**config.mk**
```make
export PLATFORM = sky130hd
export DESIGN_NAME = core_pipe_exec_lsu_split_flat
export DESIGN_NICKNAME = d
export VERILOG_FILES = /design/src/rtl/core_pipe_exec_lsu_split_pkg.sv /design/src/rtl/core_pipe_exec_lsu_split_if.sv /design/src/rtl/core_pipe_exec_lsu_split_align.sv /design/src/rtl/core_pipe_exec_lsu_split.sv /design/src/flat_wrapper.sv
export SDC_FILE = /design/constraint.sdc
export NUM_CORES = 1
export LEC_CHECK = 0
export BUFFER_PORTS_ARGS = -buffer_cell sky130_fd_sc_hd__buf_2
export CAP_MARGIN = 10
export CORE_ASPECT_RATIO = 1.1
export CORE_MARGIN = 10
export CORE_UTILIZATION = 50
export CTS_BUF_LIST = sky130_fd_sc_hd__clkbuf_4 sky130_fd_sc_hd__clkbuf_8
export CTS_CLUSTER_DIAMETER = 100
export DETAILED_ROUTE_END_ITERATION = 8
export PLACE_DENSITY = 0.78
export SLEW_MARGIN = 25
export SYNTH_ARGS = -nofsm -noshare
export SYNTH_HDL_FRONTEND = slang
export SYNTH_SLANG_ARGS = --single-unit
```
**constraint.sdc**
```tcl
create_clock -name g_clk -period 14.7 [get_ports g_clk]
set_input_delay 0 -clock g_clk [delete_from_list [all_inputs] [get_ports g_clk]]
set_output_delay 0 -clock g_clk [all_outputs]
set_load 0.02 [all_outputs]
```
**src/rtl/core_pipe_exec_lsu_split_pkg.sv**
```systemverilog
// Shared types for the execute-stage load/store unit: access sizes, FSM state encoding
// and the access-size-to-byte-count helper.
package core_lsu_pkg;

  typedef enum logic [1:0] {
    SZ_BYTE   = 2'b00,
    SZ_HALF   = 2'b01,
    SZ_WORD   = 2'b10,
    SZ_DOUBLE = 2'b11
  } lsu_size_t;

  typedef logic [2:0] lsu_state_t;

  localparam lsu_state_t ST_IDLE  = 3'd0;
  localparam lsu_state_t ST_REQ0  = 3'd1;
  localparam lsu_state_t ST_RSP0  = 3'd2;
  localparam lsu_state_t ST_REQ1  = 3'd3;
  localparam lsu_state_t ST_RSP1  = 3'd4;
  localparam lsu_state_t ST_DONE  = 3'd5;
  localparam lsu_state_t ST_DRAIN = 3'd6;

  function automatic logic [3:0] size_bytes(input lsu_size_t size);
    return 4'd1 << size;
  endfunction

endpackage

```
**src/rtl/core_pipe_exec_lsu_split_if.sv**
```systemverilog
// Split request/response data memory bus; the LSU is the master, the memory the slave.
interface core_pipe_exec_lsu_split_if #(
  parameter int XLEN = 64,
  parameter int AW   = 64
);
  localparam int BW = XLEN / 8;

  logic            dmem_req;
  logic [AW-1:0]   dmem_addr;
  logic            dmem_wen;
  logic [BW-1:0]   dmem_strb;
  logic [XLEN-1:0] dmem_wdata;
  logic            dmem_gnt;
  logic            dmem_rsp_valid;
  logic            dmem_err;
  logic [XLEN-1:0] dmem_rdata;

  modport master (
    output dmem_req, dmem_addr, dmem_wen, dmem_strb, dmem_wdata,
    input  dmem_gnt, dmem_rsp_valid, dmem_err, dmem_rdata
  );

  modport slave (
    input  dmem_req, dmem_addr, dmem_wen, dmem_strb, dmem_wdata,
    output dmem_gnt, dmem_rsp_valid, dmem_err, dmem_rdata
  );

endinterface

```
**src/rtl/core_pipe_exec_lsu_split_align.sv**
```systemverilog
// Byte-lane positioning for stores (two-beat strobes/data) and load extraction with
// sign/zero extension from a pair of beats.
module core_lsu_align
  import core_lsu_pkg::*;
#(
  parameter int XLEN = 64,
  localparam int BW  = XLEN / 8,
  localparam int OW  = $clog2(BW)
) (
  input  logic [OW-1:0]   off,
  input  lsu_size_t       size,
  input  logic            sext,
  input  logic [XLEN-1:0] wdata,
  input  logic [XLEN-1:0] rdata0,
  input  logic [XLEN-1:0] rdata1,
  output logic [BW-1:0]   strb0,
  output logic [BW-1:0]   strb1,
  output logic [XLEN-1:0] wdata0,
  output logic [XLEN-1:0] wdata1,
  output logic [XLEN-1:0] ldata
);

  logic [2*BW-1:0]   mask;
  logic [2*XLEN-1:0] wpos;
  logic [XLEN-1:0]   rsh;
  logic              sign;
  int                nb;
  int                lo;

  assign nb = 32'(size_bytes(size));
  assign lo = 32'(off);

  always_comb begin
    mask = '0;
    for (int i = 0; i < 2*BW; i++) mask[i] = (i >= lo) && (i < lo + nb);
    wpos = {{XLEN{1'b0}}, wdata} << {off, 3'b000};
  end

  assign strb0  = mask[BW-1:0];
  assign strb1  = mask[2*BW-1:BW];
  assign wdata0 = wpos[XLEN-1:0];
  assign wdata1 = wpos[2*XLEN-1:XLEN];

  // rdata1 is zero for single-beat accesses, so the same shift serves both cases
  always_comb begin
    rsh = XLEN'({rdata1, rdata0} >> {off, 3'b000});
    case (size)
      SZ_BYTE: sign = rsh[7];
      SZ_HALF: sign = rsh[15];
      SZ_WORD: sign = rsh[31];
      default: sign = rsh[XLEN-1];
    endcase
    ldata = '0;
    for (int i = 0; i < BW; i++)
      ldata[8*i +: 8] = (i < nb) ? rsh[8*i +: 8] : {8{sext & sign}};
  end

endmodule

```
**src/rtl/core_pipe_exec_lsu_split.sv**
```systemverilog
// Execute-stage data memory unit: one op in flight, misaligned accesses crossing a bus
// word become two beats, load realignment/extension, address and bus-error traps.
module core_pipe_exec_lsu_split
  import core_lsu_pkg::*;
#(
  parameter int XLEN      = 64,
  parameter int AW        = 64,
  parameter bit SPLIT_MIS = 1'b1
) (
  input  logic            g_clk,
  input  logic            g_reset,
  input  logic            new_instr,
  input  logic            valid,
  input  logic [AW-1:0]   addr,
  input  logic [XLEN-1:0] wdata,
  input  logic            load,
  input  logic            store,
  input  lsu_size_t       size,
  input  logic            sext,
  output logic            ready,
  output logic [XLEN-1:0] rdata,
  output logic            trap_addr,
  output logic            trap_bus,
  core_pipe_exec_lsu_split_if.master dmem
);

  localparam int BW = XLEN / 8;
  localparam int OW = $clog2(BW);

  lsu_state_t      state;
  logic [AW-1:0]   base_q;
  logic [OW-1:0]   off_q;
  lsu_size_t       size_q;
  logic            sext_q, load_q, store_q, cross_q;
  logic [XLEN-1:0] wdata_q, beat0_q;

  logic [3:0]      nb_in;
  logic [OW-1:0]   off_in;
  logic            mis_in, cross_in, trap_in;
  logic            in_req0, in_req1, in_rsp1;
  logic [BW-1:0]   strb0, strb1;
  logic [XLEN-1:0] wdata0, wdata1, ldata, rd0, rd1;

  // Request decode, evaluated on the inputs while IDLE
  assign nb_in    = size_bytes(size);
  assign off_in   = addr[OW-1:0];
  assign mis_in   = (off_in & (OW'(nb_in) - OW'(1))) != '0;
  assign cross_in = (32'(off_in) + 32'(nb_in)) > BW;
  assign trap_in  = ((XLEN == 32) && (size == SZ_DOUBLE)) || (mis_in && !SPLIT_MIS);

  assign in_req0 = state == ST_REQ0;
  assign in_req1 = state == ST_REQ1;
  assign in_rsp1 = state == ST_RSP1;

  assign rd0 = in_rsp1 ? beat0_q : dmem.dmem_rdata;
  assign rd1 = in_rsp1 ? dmem.dmem_rdata : '0;

  core_lsu_align #(.XLEN(XLEN)) u_align (
    .off    (off_q),
    .size   (size_q),
    .sext   (sext_q),
    .wdata  (wdata_q),
    .rdata0 (rd0),
    .rdata1 (rd1),
    .strb0  (strb0),
    .strb1  (strb1),
    .wdata0 (wdata0),
    .wdata1 (wdata1),
    .ldata  (ldata)
  );

  assign ready           = state == ST_DONE;
  assign dmem.dmem_req   = in_req0 || in_req1;
  assign dmem.dmem_wen   = (in_req0 || in_req1) && store_q;
  assign dmem.dmem_addr  = in_req1 ? base_q + AW'(BW) : (in_req0 ? base_q : '0);
  assign dmem.dmem_strb  = in_req1 ? strb1 : (in_req0 ? strb0 : '0);
  assign dmem.dmem_wdata = in_req1 ? wdata1 : (in_req0 ? wdata0 : '0);

  always_ff @(posedge g_clk) begin
    if (g_reset) begin
      state     <= ST_IDLE;
      trap_addr <= 1'b0;
      trap_bus  <= 1'b0;
      rdata     <= '0;
    end else begin
      case (state)
        ST_IDLE: if (valid) begin
          trap_addr <= trap_in;
          trap_bus  <= 1'b0;
          state     <= trap_in ? ST_DONE : ST_REQ0;
        end
        // A grant coinciding with an abort still owes us a response
        ST_REQ0, ST_REQ1: begin
          if (dmem.dmem_gnt)
            state <= new_instr ? ST_DRAIN : (in_req0 ? ST_RSP0 : ST_RSP1);
          else if (new_instr)
            state <= ST_IDLE;
        end
        ST_RSP0, ST_RSP1: begin
          if (dmem.dmem_rsp_valid) begin
            if (new_instr)
              state <= ST_IDLE;
            else if (!in_rsp1 && !dmem.dmem_err && cross_q)
              state <= ST_REQ1;
            else begin
              state    <= ST_DONE;
              trap_bus <= dmem.dmem_err;
              if (load_q) rdata <= ldata;
            end
          end else if (new_instr) begin
            state <= ST_DRAIN;
          end
        end
        ST_DONE:  state <= ST_IDLE;
        ST_DRAIN: if (dmem.dmem_rsp_valid) state <= ST_IDLE;
        default:  state <= ST_IDLE;
      endcase
    end
  end

  always_ff @(posedge g_clk) begin
    if (state == ST_IDLE && valid) begin
      base_q  <= {addr[AW-1:OW], {OW{1'b0}}};
      off_q   <= off_in;
      size_q  <= size;
      sext_q  <= sext;
      load_q  <= load;
      store_q <= store;
      cross_q <= cross_in;
      wdata_q <= wdata;
    end
    if (state == ST_RSP0 && dmem.dmem_rsp_valid) beat0_q <= dmem.dmem_rdata;
  end

endmodule

```
**src/flat_wrapper.sv**
```systemverilog
// flat-port wrapper written by rule: the top's interface ports become plain ports
module core_pipe_exec_lsu_split_flat import core_lsu_pkg::*;
#(
  parameter int XLEN      = 64,
  parameter int AW        = 64,
  parameter bit SPLIT_MIS = 1'b1
)
  (g_clk, g_reset, new_instr, valid, addr, wdata, load, store, size, sext, ready, rdata, trap_addr, trap_bus, dmem_dmem_req, dmem_dmem_addr, dmem_dmem_wen, dmem_dmem_strb, dmem_dmem_wdata, dmem_dmem_gnt, dmem_dmem_rsp_valid, dmem_dmem_err, dmem_dmem_rdata);
  core_pipe_exec_lsu_split_if #(.XLEN(XLEN), .AW(AW)) dmem_i ();
  input  logic g_clk;
  input  logic g_reset;
  input  logic new_instr;
  input  logic valid;
  input  logic [AW-1:0] addr;
  input  logic [XLEN-1:0] wdata;
  input  logic load;
  input  logic store;
  input  lsu_size_t size;
  input  logic sext;
  output logic ready;
  output logic [XLEN-1:0] rdata;
  output logic trap_addr;
  output logic trap_bus;
  output wire logic [$bits(dmem_i.dmem_req)-1:0] dmem_dmem_req;
  output wire logic [$bits(dmem_i.dmem_addr)-1:0] dmem_dmem_addr;
  output wire logic [$bits(dmem_i.dmem_wen)-1:0] dmem_dmem_wen;
  output wire logic [$bits(dmem_i.dmem_strb)-1:0] dmem_dmem_strb;
  output wire logic [$bits(dmem_i.dmem_wdata)-1:0] dmem_dmem_wdata;
  input wire logic [$bits(dmem_i.dmem_gnt)-1:0] dmem_dmem_gnt;
  input wire logic [$bits(dmem_i.dmem_rsp_valid)-1:0] dmem_dmem_rsp_valid;
  input wire logic [$bits(dmem_i.dmem_err)-1:0] dmem_dmem_err;
  input wire logic [$bits(dmem_i.dmem_rdata)-1:0] dmem_dmem_rdata;
  assign dmem_dmem_req = dmem_i.dmem_req;
  assign dmem_dmem_addr = dmem_i.dmem_addr;
  assign dmem_dmem_wen = dmem_i.dmem_wen;
  assign dmem_dmem_strb = dmem_i.dmem_strb;
  assign dmem_dmem_wdata = dmem_i.dmem_wdata;
  assign dmem_i.dmem_gnt = dmem_dmem_gnt;
  assign dmem_i.dmem_rsp_valid = dmem_dmem_rsp_valid;
  assign dmem_i.dmem_err = dmem_dmem_err;
  assign dmem_i.dmem_rdata = dmem_dmem_rdata;
  core_pipe_exec_lsu_split #(.XLEN(XLEN), .AW(AW), .SPLIT_MIS(SPLIT_MIS)) u_core (.g_clk(g_clk), .g_reset(g_reset), .new_instr(new_instr), .valid(valid), .addr(addr), .wdata(wdata), .load(load), .store(store), .size(size), .sext(sext), .ready(ready), .rdata(rdata), .trap_addr(trap_addr), .trap_bus(trap_bus), .dmem(dmem_i));
endmodule
```
==> impl_metrics.ini <==
[critical_path]
reg2reg_to = u_core.rdata[55]$_SDFFE_PP0P_
crit_path_end_kind = output pin
reg2regPathDepth = 8
startpoint_type = register
regToRegSetupSlack_ns = 10.83
crit_type = reg2out
crit_start = u_core.state[0]$_SDFFE_PP0P_
r2r_start = u_core.state[2]$_SDFFE_PP0P_
crit_required_ns = 14.70
cp_max_fo = 64
critical_path_arrival_ns = 4.55

[floorplan]
start_util_pct = 51.0
die-height_um = 213
rows = 70
dieArea_um2 = 41800
die_w_um = 196
core_area_um2 = 33400
pin_count = 409

[clock_network]
clk-insertion-delay-late_ns = 0.61
cts_tree = done
cts_resized = 0
clock-root-buffer = clkbuf_8
clock_sink_count = 266
cts_made_buffers = 45
clockBufferDepth = 3
htree_levels = 2
clkSlewWorstSetupHoldPaths_ns = 0.06

[yosys]
yosysSeqAreaShare_pct = 43.0
synth_top_family_by_area = multiplexers
synth_cells = 1701
synth_mux_area_share_pct = 17.0
synthArstFlopShare_pct = 0
ys_types = 67
synth_edf_count = 198
yosys.area_share.adder_pct = 0.912
synth_area_um2 = 17000
avgSynthCellArea_um2 = 10.0
synth_compound_gate_area_share_pct = 15.9
ys_ff_latch = 266
synth_xor_area_share_pct = 2.88
synthSimpleGateAreaFrac_pct = 16.2
synth_flop_cell = edfxtp_1
yosys_warnings = 0

[power]
swShare_pct = 42.5
pwr-share-clk_pct = 21.6
peakVddDrop_mv = 0.136
internal-power_mw = 1.99
pwr_density_cell_nw_per_um2 = 156
p_seq_share_pct = 32.1
p_leak_nw = 8.60
p_switching_mw = 1.47
comb_power_share_pct = 46.2

[worst_hold_path]
hold_path_class = in2reg
hold_path_depth = 5
min_to = u_core.state[2]$_SDFFE_PP0P_
hp-start = new_instr

[place]
hpwl_um = 43500
gp_congestion = 0.950
port_buffers = 404
preCtsSetupSlack_ns = 10.67

[global_route]
grt_pass1_vias = 17009
grt_use_total_pct = 30.0
antenna_found_initial = 5
grt_max_degree = 152
grt-ovfl-total = 0
grt_pass1_wl_um = 100000

[outcome]
status = finished clean

[timing]
skew_ns = 0.0339
setup_viol = 0
rsz0062_at_grt = false
tightestPinTransition_ns = 1.10
finalCriticalPeriod_ns = 4.55
max_slew_margin_pct = 26.2
finalCritPeriodShare_pct = 30.9
setup_tns_ns = 0
drv_slew = 0
max_freq_ghz = 0.220
finalWorstSetupSlack_ns = 10.15
hold_violations = 0

[drt]
drc = 0
final_antenna_net_count = 0
vias_per_cell = 6.36
wl_per_cell_um = 24.3
dr.pass1.iters = 9
wirelength_um = 66000
drt_iter0_drc = 2005
via_count = 17243

[cells_and_area]
final_nets = 2453
synthToLayoutAreaGrowth_pct = 30.9
layout-drive-gt1-share_pct = 29.2

[flow_run]
maxCapViolations = 0
-- flip-flops by register name, indices dropped and copies added, names as in the netlist --
| name | flops |
|---|---|
| u_core.base_q | 61 |
| u_core.beat0_q | 64 |
| u_core.cross_q | 1 |
| u_core.load_q | 1 |
| u_core.off_q | 3 |
| u_core.rdata | 64 |
| u_core.sext_q | 1 |
| u_core.size_q | 2 |
| u_core.state | 3 |
| u_core.store_q | 1 |
| u_core.trap_bus | 1 |
| u_core.wdata_q | 64 |
-- cells in the mapped netlist (13+ instances only) --
cell type | number | area, µm²
xnor2_1 | 42 | 368
edfxtp_1 | 198 | 5950
nand4_1 | 19 | 119
xor2_1 | 14 | 123
o22ai_1 | 22 | 138
nand2b_1 | 15 | 93.8
nor2_1 | 212 | 796
nor2b_1 | 17 | 106
mux2i_1 | 89 | 891
nand2_1 | 177 | 664
a211oi_2 | 30 | 375
a211oi_1 | 29 | 218
a22oi_1 | 27 | 203
and2_1 | 13 | 81.3
clkbuf_1 | 91 | 342
mux2_2 | 47 | 529
nor3_1 | 47 | 235
a21oi_1 | 123 | 616
o21ai_0 | 55 | 275
mux4_2 | 65 | 1460
buf_1 | 16 | 60.1
buf_2 | 20 | 100
inv_1 | 21 | 78.8
nand3_1 | 60 | 300
nor4_1 | 25 | 156
dfxtp_1 | 68 | 1360
o221ai_1 | 13 | 114
-- logic make-up (layout without fill, tap and decap cells) --
logic type / Yosys count / after routing
muxes: 202 / 202
xor gates and xnor gates: 56 / 56
adders and majority gates: 12 / 12
other: 1 / 11
and+or+nand+nor: 614 / 614
buffers and inverters: 162 / 732
DFF: 266 / 266
AOI/OAI and AO/OA: 388 / 388
-- power groups by stage --
stage	Sequential, mW	Combinational (mW)	Clock (mW)
4_1_cts	1.10	1.56	0.754
5_1_grt	1.12	1.71	0.788
6_report	1.11	1.60	0.750
2_1_floorplan	1.13	1.05	0
3_5_place_dp	1.12	1.51	0
3_3_place_gp	1.12	1.48	0
-- critical path: stages (launching register included) --
cell	delay [ns]
dfxtp_1	0.75
nand2b_2	0.08
buf_4	0.34
inv_2	0.26
nand3_1	0.70
nor2_1	1.09
a22oi_1	0.23
o21ai_0	0.19
buf_2	0.25
-- layout by cell type, fill, tap and decap left out, types with 8 or more instances in the layout --
master         instances
o21ai_0               55
o31a_1                 8
a22oi_1               27
inv_1                 19
nand2_1              177
mux2i_1               89
nor4_1                25
nand4_1               19
dlygate4sd3_1        202
o22ai_1               22
mux2_2                47
o2bb2ai_1              8
dfxtp_1               68
nand3_1               60
buf_2                404
o21a_1                 8
xor2_1                14
nor2b_1               17
or3_1                  9
nor3_1                46
buf_4                 21
o221ai_1              13
a211oi_1              29
o22a_1                 8
clkbuf_4              16
edfxtp_1             198
xnor2_1               42
nand2b_1              14
and2_1                13
nor2_1               209
clkbuf_8              48
a21oi_1              123
o211ai_1               9
a211oi_2              30
mux4_2                65
-- layout make-up --
cell class | instances | area (µm²)
Multi-Input combinational cell | 1276 | 9070
Clock inverter | 16 | 209
Antenna cell | 7 | 17.5
Fill cell | 2398 | 11100
Tap cell | 432 | 541
Sequential cell | 266 | 7310
Timing Repair Buffer | 629 | 4240
Clock buffer | 64 | 781
Inverter | 23 | 86.3
-- metal layers --
metal / up-vias / GRT usage (%) / part of all wire (%)
met5: - / 0 / 0
met4: 0 / 16.2 / 5.7
met3: 261 / 8.70 / 12
met2: 1358 / 48.8 / 47
met1: 8115 / 35.3 / 35
li1: 7509 / - / -
-- through the flow --
stage | std cells | utilization [%] | total power, mW | cell area [µm²] | hold slack (ns)
6_report | 2713 | 66.7 | 3.47 | 22300 | 0.0642
4_1_cts | 2706 | 66.6 | 3.42 | 22200 | 0.0200
5_1_grt | 2710 | 66.7 | 3.62 | 22200 | 0.0989
2_1_floorplan | 1704 | - | 2.18 | 17000 | 0.0989
3_3_place_gp | 2423 | 57.5 | 2.59 | 19200 | 0.176
3_5_place_dp | 2424 | 57.6 | 2.62 | 19200 | 0.178
-- worst max-delay path by stage --
stage                                               end  slack (ns)  depth (start not counted)
final                               dmem_dmem_wdata[44]       10.15                          8
after global routing                dmem_dmem_wdata[44]       10.08                          8
after CTS                           dmem_dmem_wdata[44]       10.40                          8
after detailed placement  u_core.rdata[41]$_SDFFE_PP0P_       10.67                          8
after global placement    u_core.rdata[62]$_SDFFE_PP0P_       10.74                          8
after floorplan            u_core.trap_bus$_SDFFE_PP0P_        6.14                          5
-- what timing repair did --
action                     4_1_cts  5_1_grt
hold buffers                   202        0
hold endpoints to repair       212        0
setup endpoints to repair        0        0
buffers inserted                 0        0
No activity file was read; power rests on OpenSTA's default activity.
